==> src/rtl/riscv_pkg.sv <==
// Shared RISC-V front-end constants: data width, reset PC, NOP encoding,
// fetch FSM state encodings and the fetch-PC mux select.
package riscv_pkg;

    localparam int unsigned XLEN = 32;

    localparam logic [XLEN-1:0] RESET_PC  = 32'h0000_0000;
    localparam logic [XLEN-1:0] NOP_INSTR = 32'h0000_0013;

    localparam logic [1:0] ST_IDLE = 2'd0;
    localparam logic [1:0] ST_REQ  = 2'd1;
    localparam logic [1:0] ST_HOLD = 2'd2;

    typedef enum logic [1:0] {
        PC_HOLD     = 2'd0,
        PC_INC      = 2'd1,
        PC_REDIRECT = 2'd2,
        PC_STORED   = 2'd3
    } pc_sel_e;

endpackage

==> src/rtl/fetch_pc_gen.sv <==
// Fetch PC register, next-PC mux (+4 / redirect / stored target) and the
// deferred-redirect target with its pending flag.
module fetch_pc_gen #(
    parameter logic [riscv_pkg::XLEN-1:0] RESET_PC = riscv_pkg::RESET_PC
) (
    input  logic                       clk,
    input  logic                       reset_n,
    input  riscv_pkg::pc_sel_e         pc_sel,
    input  logic [riscv_pkg::XLEN-1:0] redirect_target,
    input  logic                       store_redirect,
    input  logic                       clear_pending,
    output logic [riscv_pkg::XLEN-1:0] pc,
    output logic                       redirect_pending
);
    import riscv_pkg::*;

    logic [XLEN-1:0] pc_next;
    logic [XLEN-1:0] stored_target;

    // Next-PC select; +4 wraps naturally at 2^32.
    always_comb begin
        pc_next = pc;
        case (pc_sel)
            PC_INC:      pc_next = pc + XLEN'(4);
            PC_REDIRECT: pc_next = redirect_target;
            PC_STORED:   pc_next = stored_target;
            default:     pc_next = pc;
        endcase
    end

    always_ff @(posedge clk) begin
        if (!reset_n) begin
            pc               <= RESET_PC;
            stored_target    <= '0;
            redirect_pending <= 1'b0;
        end else begin
            pc <= pc_next;
            if (store_redirect) begin
                stored_target    <= redirect_target;
                redirect_pending <= 1'b1;
            end else if (clear_pending) begin
                redirect_pending <= 1'b0;
            end
        end
    end

endmodule

==> src/rtl/instruction_fetch_unit.sv <==
// Instruction fetch unit: single-outstanding imem handshake feeding IF/ID.
// Optional misaligned-redirect pulse enabled by FETCH_MISALIGN_CHECK_EN.
module instruction_fetch_unit #(
    parameter logic [riscv_pkg::XLEN-1:0] RESET_PC  = riscv_pkg::RESET_PC,
    parameter logic [riscv_pkg::XLEN-1:0] NOP_INSTR = riscv_pkg::NOP_INSTR
) (
    input  logic                       clk,
    input  logic                       reset_n,
    input  logic                       stall,
    input  logic                       redirect_valid,
    input  logic [riscv_pkg::XLEN-1:0] redirect_pc,
    output logic                       imem_req,
    output logic [riscv_pkg::XLEN-1:0] imem_addr,
    input  logic                       imem_ack,
    input  logic [riscv_pkg::XLEN-1:0] imem_rdata,
    output logic [riscv_pkg::XLEN-1:0] pc_out,
    output logic [riscv_pkg::XLEN-1:0] instruction_out,
    output logic                       fetch_valid,
    output logic                       misalign_fault
);
    import riscv_pkg::*;

    logic [1:0]      state;
    logic [1:0]      state_n;
    logic            fetch_valid_n;
    logic [XLEN-1:0] pc_out_n;
    logic [XLEN-1:0] instruction_n;
    logic [XLEN-1:0] pend_pc;
    logic [XLEN-1:0] pend_pc_n;
    logic [XLEN-1:0] pend_instr;
    logic [XLEN-1:0] pend_instr_n;
    logic            misalign_n;
    logic            slot_free;

    pc_sel_e         pc_sel;
    logic            store_redirect;
    logic            clear_pending;
    logic [XLEN-1:0] fetch_pc;
    logic            redirect_pending;
    logic [XLEN-1:0] redirect_target;

    // Targets are always word-aligned; low bits are masked off.
    assign redirect_target = redirect_pc & ~XLEN'(3);
    assign imem_addr       = fetch_pc;

    fetch_pc_gen #(
        .RESET_PC (RESET_PC)
    ) u_pc_gen (
        .clk              (clk),
        .reset_n          (reset_n),
        .pc_sel           (pc_sel),
        .redirect_target  (redirect_target),
        .store_redirect   (store_redirect),
        .clear_pending    (clear_pending),
        .pc               (fetch_pc),
        .redirect_pending (redirect_pending)
    );

    // Next-state and output decode.
    always_comb begin
        state_n        = state;
        fetch_valid_n  = fetch_valid;
        pc_out_n       = pc_out;
        instruction_n  = instruction_out;
        pend_pc_n      = pend_pc;
        pend_instr_n   = pend_instr;
        pc_sel         = PC_HOLD;
        store_redirect = 1'b0;
        clear_pending  = 1'b0;
        misalign_n     = 1'b0;
        slot_free      = !fetch_valid || !stall;

        if (fetch_valid && !stall) begin
            fetch_valid_n = 1'b0;
            instruction_n = NOP_INSTR;
        end

`ifdef FETCH_MISALIGN_CHECK_EN
        misalign_n = redirect_valid && (redirect_pc[1:0] != 2'b00);
`endif

        if (redirect_valid) begin
            fetch_valid_n = 1'b0;
            instruction_n = NOP_INSTR;
            pend_pc_n     = '0;
            pend_instr_n  = NOP_INSTR;
            state_n       = ST_REQ;
            // An outstanding request must finish at its original address.
            if (state == ST_REQ && !imem_ack) begin
                store_redirect = 1'b1;
            end else begin
                pc_sel        = PC_REDIRECT;
                clear_pending = 1'b1;
            end
        end else begin
            case (state)
                ST_IDLE: state_n = ST_REQ;
                ST_REQ: begin
                    if (imem_ack) begin
                        if (redirect_pending) begin
                            pc_sel        = PC_STORED;
                            clear_pending = 1'b1;
                        end else if (slot_free) begin
                            fetch_valid_n = 1'b1;
                            pc_out_n      = fetch_pc;
                            instruction_n = imem_rdata;
                            pc_sel        = PC_INC;
                        end else begin
                            pend_pc_n    = fetch_pc;
                            pend_instr_n = imem_rdata;
                            pc_sel       = PC_INC;
                            state_n      = ST_HOLD;
                        end
                    end
                end
                ST_HOLD: begin
                    if (!stall) begin
                        fetch_valid_n = 1'b1;
                        pc_out_n      = pend_pc;
                        instruction_n = pend_instr;
                        state_n       = ST_REQ;
                    end
                end
                default: state_n = ST_IDLE;
            endcase
        end
    end

    always_ff @(posedge clk) begin
        if (!reset_n) begin
            state           <= ST_IDLE;
            imem_req        <= 1'b0;
            fetch_valid     <= 1'b0;
            pc_out          <= '0;
            instruction_out <= NOP_INSTR;
            pend_pc         <= '0;
            pend_instr      <= NOP_INSTR;
            misalign_fault  <= 1'b0;
        end else begin
            state           <= state_n;
            imem_req        <= (state_n == ST_REQ);
            fetch_valid     <= fetch_valid_n;
            pc_out          <= pc_out_n;
            instruction_out <= instruction_n;
            pend_pc         <= pend_pc_n;
            pend_instr      <= pend_instr_n;
            misalign_fault  <= misalign_n;
        end
    end

endmodule

==> config.mk <==
export PLATFORM = sky130hd
export DESIGN_NAME = instruction_fetch_unit
export DESIGN_NICKNAME = d
export VERILOG_FILES = /design/src/rtl/riscv_pkg.sv /design/src/rtl/fetch_pc_gen.sv /design/src/rtl/instruction_fetch_unit.sv
export SDC_FILE = /design/constraint.sdc
export NUM_CORES = 1
export LEC_CHECK = 0
export BUFFER_PORTS_ARGS = -buffer_cell sky130_fd_sc_hd__buf_4
export CAP_MARGIN = 0
export CORE_MARGIN = 1.5
export CORE_UTILIZATION = 59
export DETAILED_ROUTE_END_ITERATION = 12
export PLACE_DENSITY_LB_ADDON = 0.08
export SYNTH_ARGS = -nofsm -noshare
export SYNTH_HDL_FRONTEND = slang
export SYNTH_SLANG_ARGS = --single-unit
export TNS_END_PERCENT = 1
==> constraint.sdc <==
create_clock -name clk -period 4.7 [get_ports clk]
set_input_delay 0.705 -clock clk [delete_from_list [all_inputs] [get_ports clk]]
set_output_delay 0.705 -clock clk [all_outputs]
set_load 0.1 [all_outputs]
==> flow_summary.toml <==
[clock_network]
cts_buffers = 17
clockRootBuffer = "clkbuf_16"
cts_tree = "done"
cts_hold_buffers = 0
clock_path_buffers = 2
clk_latency_ns = 0.43
post-cts-setup-buffers = 0
cts_resized = 0
clk_pin_slew_ns = 0.07
numClockSinks = 189
htree_levels = 4

[critical_path]
cp_cell_sequence = "inv_1 > ha_1 > and3b_1 > and2_1 > a22oi_1 > o21ai_0 > o211a_1"
criticalPathCategory = "reg -> reg"
reg2reg_from = "state[1]$_SDFF_PN0_"
critPathMaxStageDelay_ns = 0.84
rrSetupSlack_ns = 1.34
critPathMaxFanout = 26
slowest_stage = "and2_1"
path_buf_inv = 1
crit_required_ns = 5.08
worstPathArrival_ns = 3.74
cpLargestDelayFamily = "simple AND/OR/NAND/NOR gates"
end_kind = "flip-flop"
cp-start-kind = "flip-flop"
crit_path_start = "state[1]$_SDFF_PN0_"

[die]
die_y_um = 122.8
die_w_um = 122.8
ios = 168
initial_core_util_pct = 60.81
dieArea_um2 = 15090
fp-row-count = 43
core-area_um2 = 13930

[synth]
yosys.area_share.simple_pct = 19.27
postSynthAreaPerCell_um2 = 8.108
ys.warnings.count = 0
synth_most_common_cell = "nand2_1"
synth_top_family_by_area = "compound AO/OA/AOI/OAI gates"
muxShareOfSynthArea_pct = 4.105
synth_top_area_share_pct = 44.65
synth_compound_area_share_pct = 25.53
syn_inst = 1045
synthDistinctLibCells = 56
synth_xor_area_share_pct = 0.2067
synthAdderAreaFrac_pct = 0.7383
ys_seq_area_share_pct = 44.65
synth_edf_count = 0
synthArstFlopShare_pct = 0
synthFlopType = "dfxtp_1"
synth_top_area_cell = "dfxtp_1"
syn_area_um2 = 8473
synth.area.top_cells = "dfxtp_1 (45%), nand2_1 (9.6%), a21oi_1 (7.2%)"
synthTopCellsByCount = "nand2_1 (216), dfxtp_1 (189), a21oi_1 (122), clkbuf_1 (81), nor2_1 (76)"
ys_ff_latch = 189

[finish]
fin_nets = 1213
area_growth_pct = 20.13
stdcell_count = 1332
drive_gt1_share_pct = 19.01
postLayoutCoreUtil_pct = 73.04
design_area_um2 = 10180
fillers = 1123
diodes = 0

[sta]
tightest_slew_ns = 1.223
fmax_mhz = 297.4
period_share_pct = 71.55
setup_ws_ns = 1.337
rsz0062_at_grt = "false"
holdWs_ns = 0.4530
hold_viol = 0
clock_skew_ns = 0.007249
setup_violations = 0
slew_violations = 0
relSlewSlack_pct = 18.49
fin_tns_setup_ns = 0
fin_crit_ns = 3.363

[min_path]
hold_class = "reg -> reg"
hold_start = "u_pc_gen.stored_target[9]$_SDFFE_PN0P_"

[pwr]
total_power_mw = 3.810
power.internal_mw = 2.613
p_sw_share_pct = 31.41
p_per_area_nw_per_um2 = 374.3
power.share.clock_pct = 36.7
vdd_drop_max_mv = 0.3144
power_frac_comb_pct = 18.3
seqPwrFrac_pct = 45.1
cellLeakagePower_nw = 3.702
switchingPower_mw = 1.197

[route]
via_count = 8180
routed_wirelength_mm = 22.90
drtIter0Drc = 956
wire_per_inst_um = 17.19
antenna_left = 0
drc_errors = 0
first_pass_iters = 7
vias_per_cell = 6.141

[run_status]
status = "complete, no violations"

[placed_design]
dpl.hpwl_mm = 14.58
place_area_um2 = 9607
place_ws_ns = 1.419
portBuffers = 160
gp_congestion = 0.9174
dp_cells = 1300

[global_route]
grt_pass1_wl_mm = 36.17
antenna_found_initial = 0
grt-ovfl-total = 0
grt_max_degree = 63
track_usage_pct = 30.26
grt_pass1_vias = 7113

[job]
cap_violations = 0
power groups by stage:
stage	registers (mW)	clock network, mW	logic (mW)
after floorplan	2.01	0	0.245
after global placement	1.75	0	0.683
after detailed placement	1.75	0	0.688
after CTS	1.72	1.40	0.690
after global routing	1.72	1.48	0.732
final	1.72	1.40	0.695
cells in the final DEF, fill, tap and decap left out, types with 4 or more instances in the layout:
cell type / count
dfxtp_1: 189
a21o_1: 4
clkinv_2: 5
nand2_1: 215
nand3_1: 17
and3_1: 4
nor2_1: 76
a22o_1: 30
inv_1: 7
clkbuf_16: 17
a222oi_1: 33
ha_1: 4
nor4_1: 11
a22oi_1: 13
nor3_1: 10
or3_1: 4
o21ai_0: 39
a21oi_1: 122
a211oi_1: 30
nand4_1: 12
o21a_1: 5
and2_1: 4
clkbuf_8: 4
mux2i_1: 31
nand2b_1: 5
o211a_1: 4
o31a_1: 6
buf_4: 173
and4_1: 4
a221oi_1: 9
o21ai_1: 14
conb_1: 5
per-layer routing:
metal  wire length, um  global-route usage, %  share of wire [%]  vias up
li1                  -                      -                  -     3943
met1             10390                  45.28                 45     3820
met2             10210                  43.37                 45      381
met3              1971                  6.645                8.6       36
met4               333                  8.794                1.5        0
met5                 0                      0                  0        -
sequential cells by signal, summed over array words and instances, names as in the netlist, 2 cells and up:
| signal | flops |
|---|---|
| pc_out | 30 |
| instruction_out | 32 |
| u_pc_gen.stored_target | 30 |
| state | 2 |
| pend_pc | 30 |
| pend_instr | 32 |
| u_pc_gen.pc | 30 |
worst min-delay path, delay by kind of cell (launching register included):
kind,cells,cell delay [ns]
compound gates,1,0.05
flops,1,0.31
simple gates,1,0.05
final timing paths:
check,depth (start not counted),endpoint
setup / recovery,7,u_pc_gen.pc[6]$_SDFFE_PN0P_
hold / removal,2,u_pc_gen.stored_target[9]$_SDFFE_PN0P_
setup reg to reg,7,u_pc_gen.pc[6]$_SDFFE_PN0P_
hold reg to reg,2,u_pc_gen.stored_target[9]$_SDFFE_PN0P_
cell families after synthesis:
group,Yosys count
XOR/XNOR,2
flip-flops,189
other,1
AO/OA/AOI/OAI,325
multiplexers,34
adder cells (fa/ha/maj),5
buffers and inverters,111
AND/OR/NAND/NOR,378
layout make-up:
| type | instances | area, um2 | share of cell area, % |
|---|---|---|---|
| clock buffer | 22 | 484.2 | 4.757 |
| multi-input combinational | 749 | 4265 | 41.91 |
| sequential | 189 | 3784 | 37.17 |
| clock inverter | 10 | 87.58 | 0.8605 |
| tap | 180 | 225.2 | 2.213 |
| inverter | 9 | 33.78 | 0.3319 |
| timing repair buffer | 173 | 1299 | 12.76 |
(Power assumes the default switching activity.)
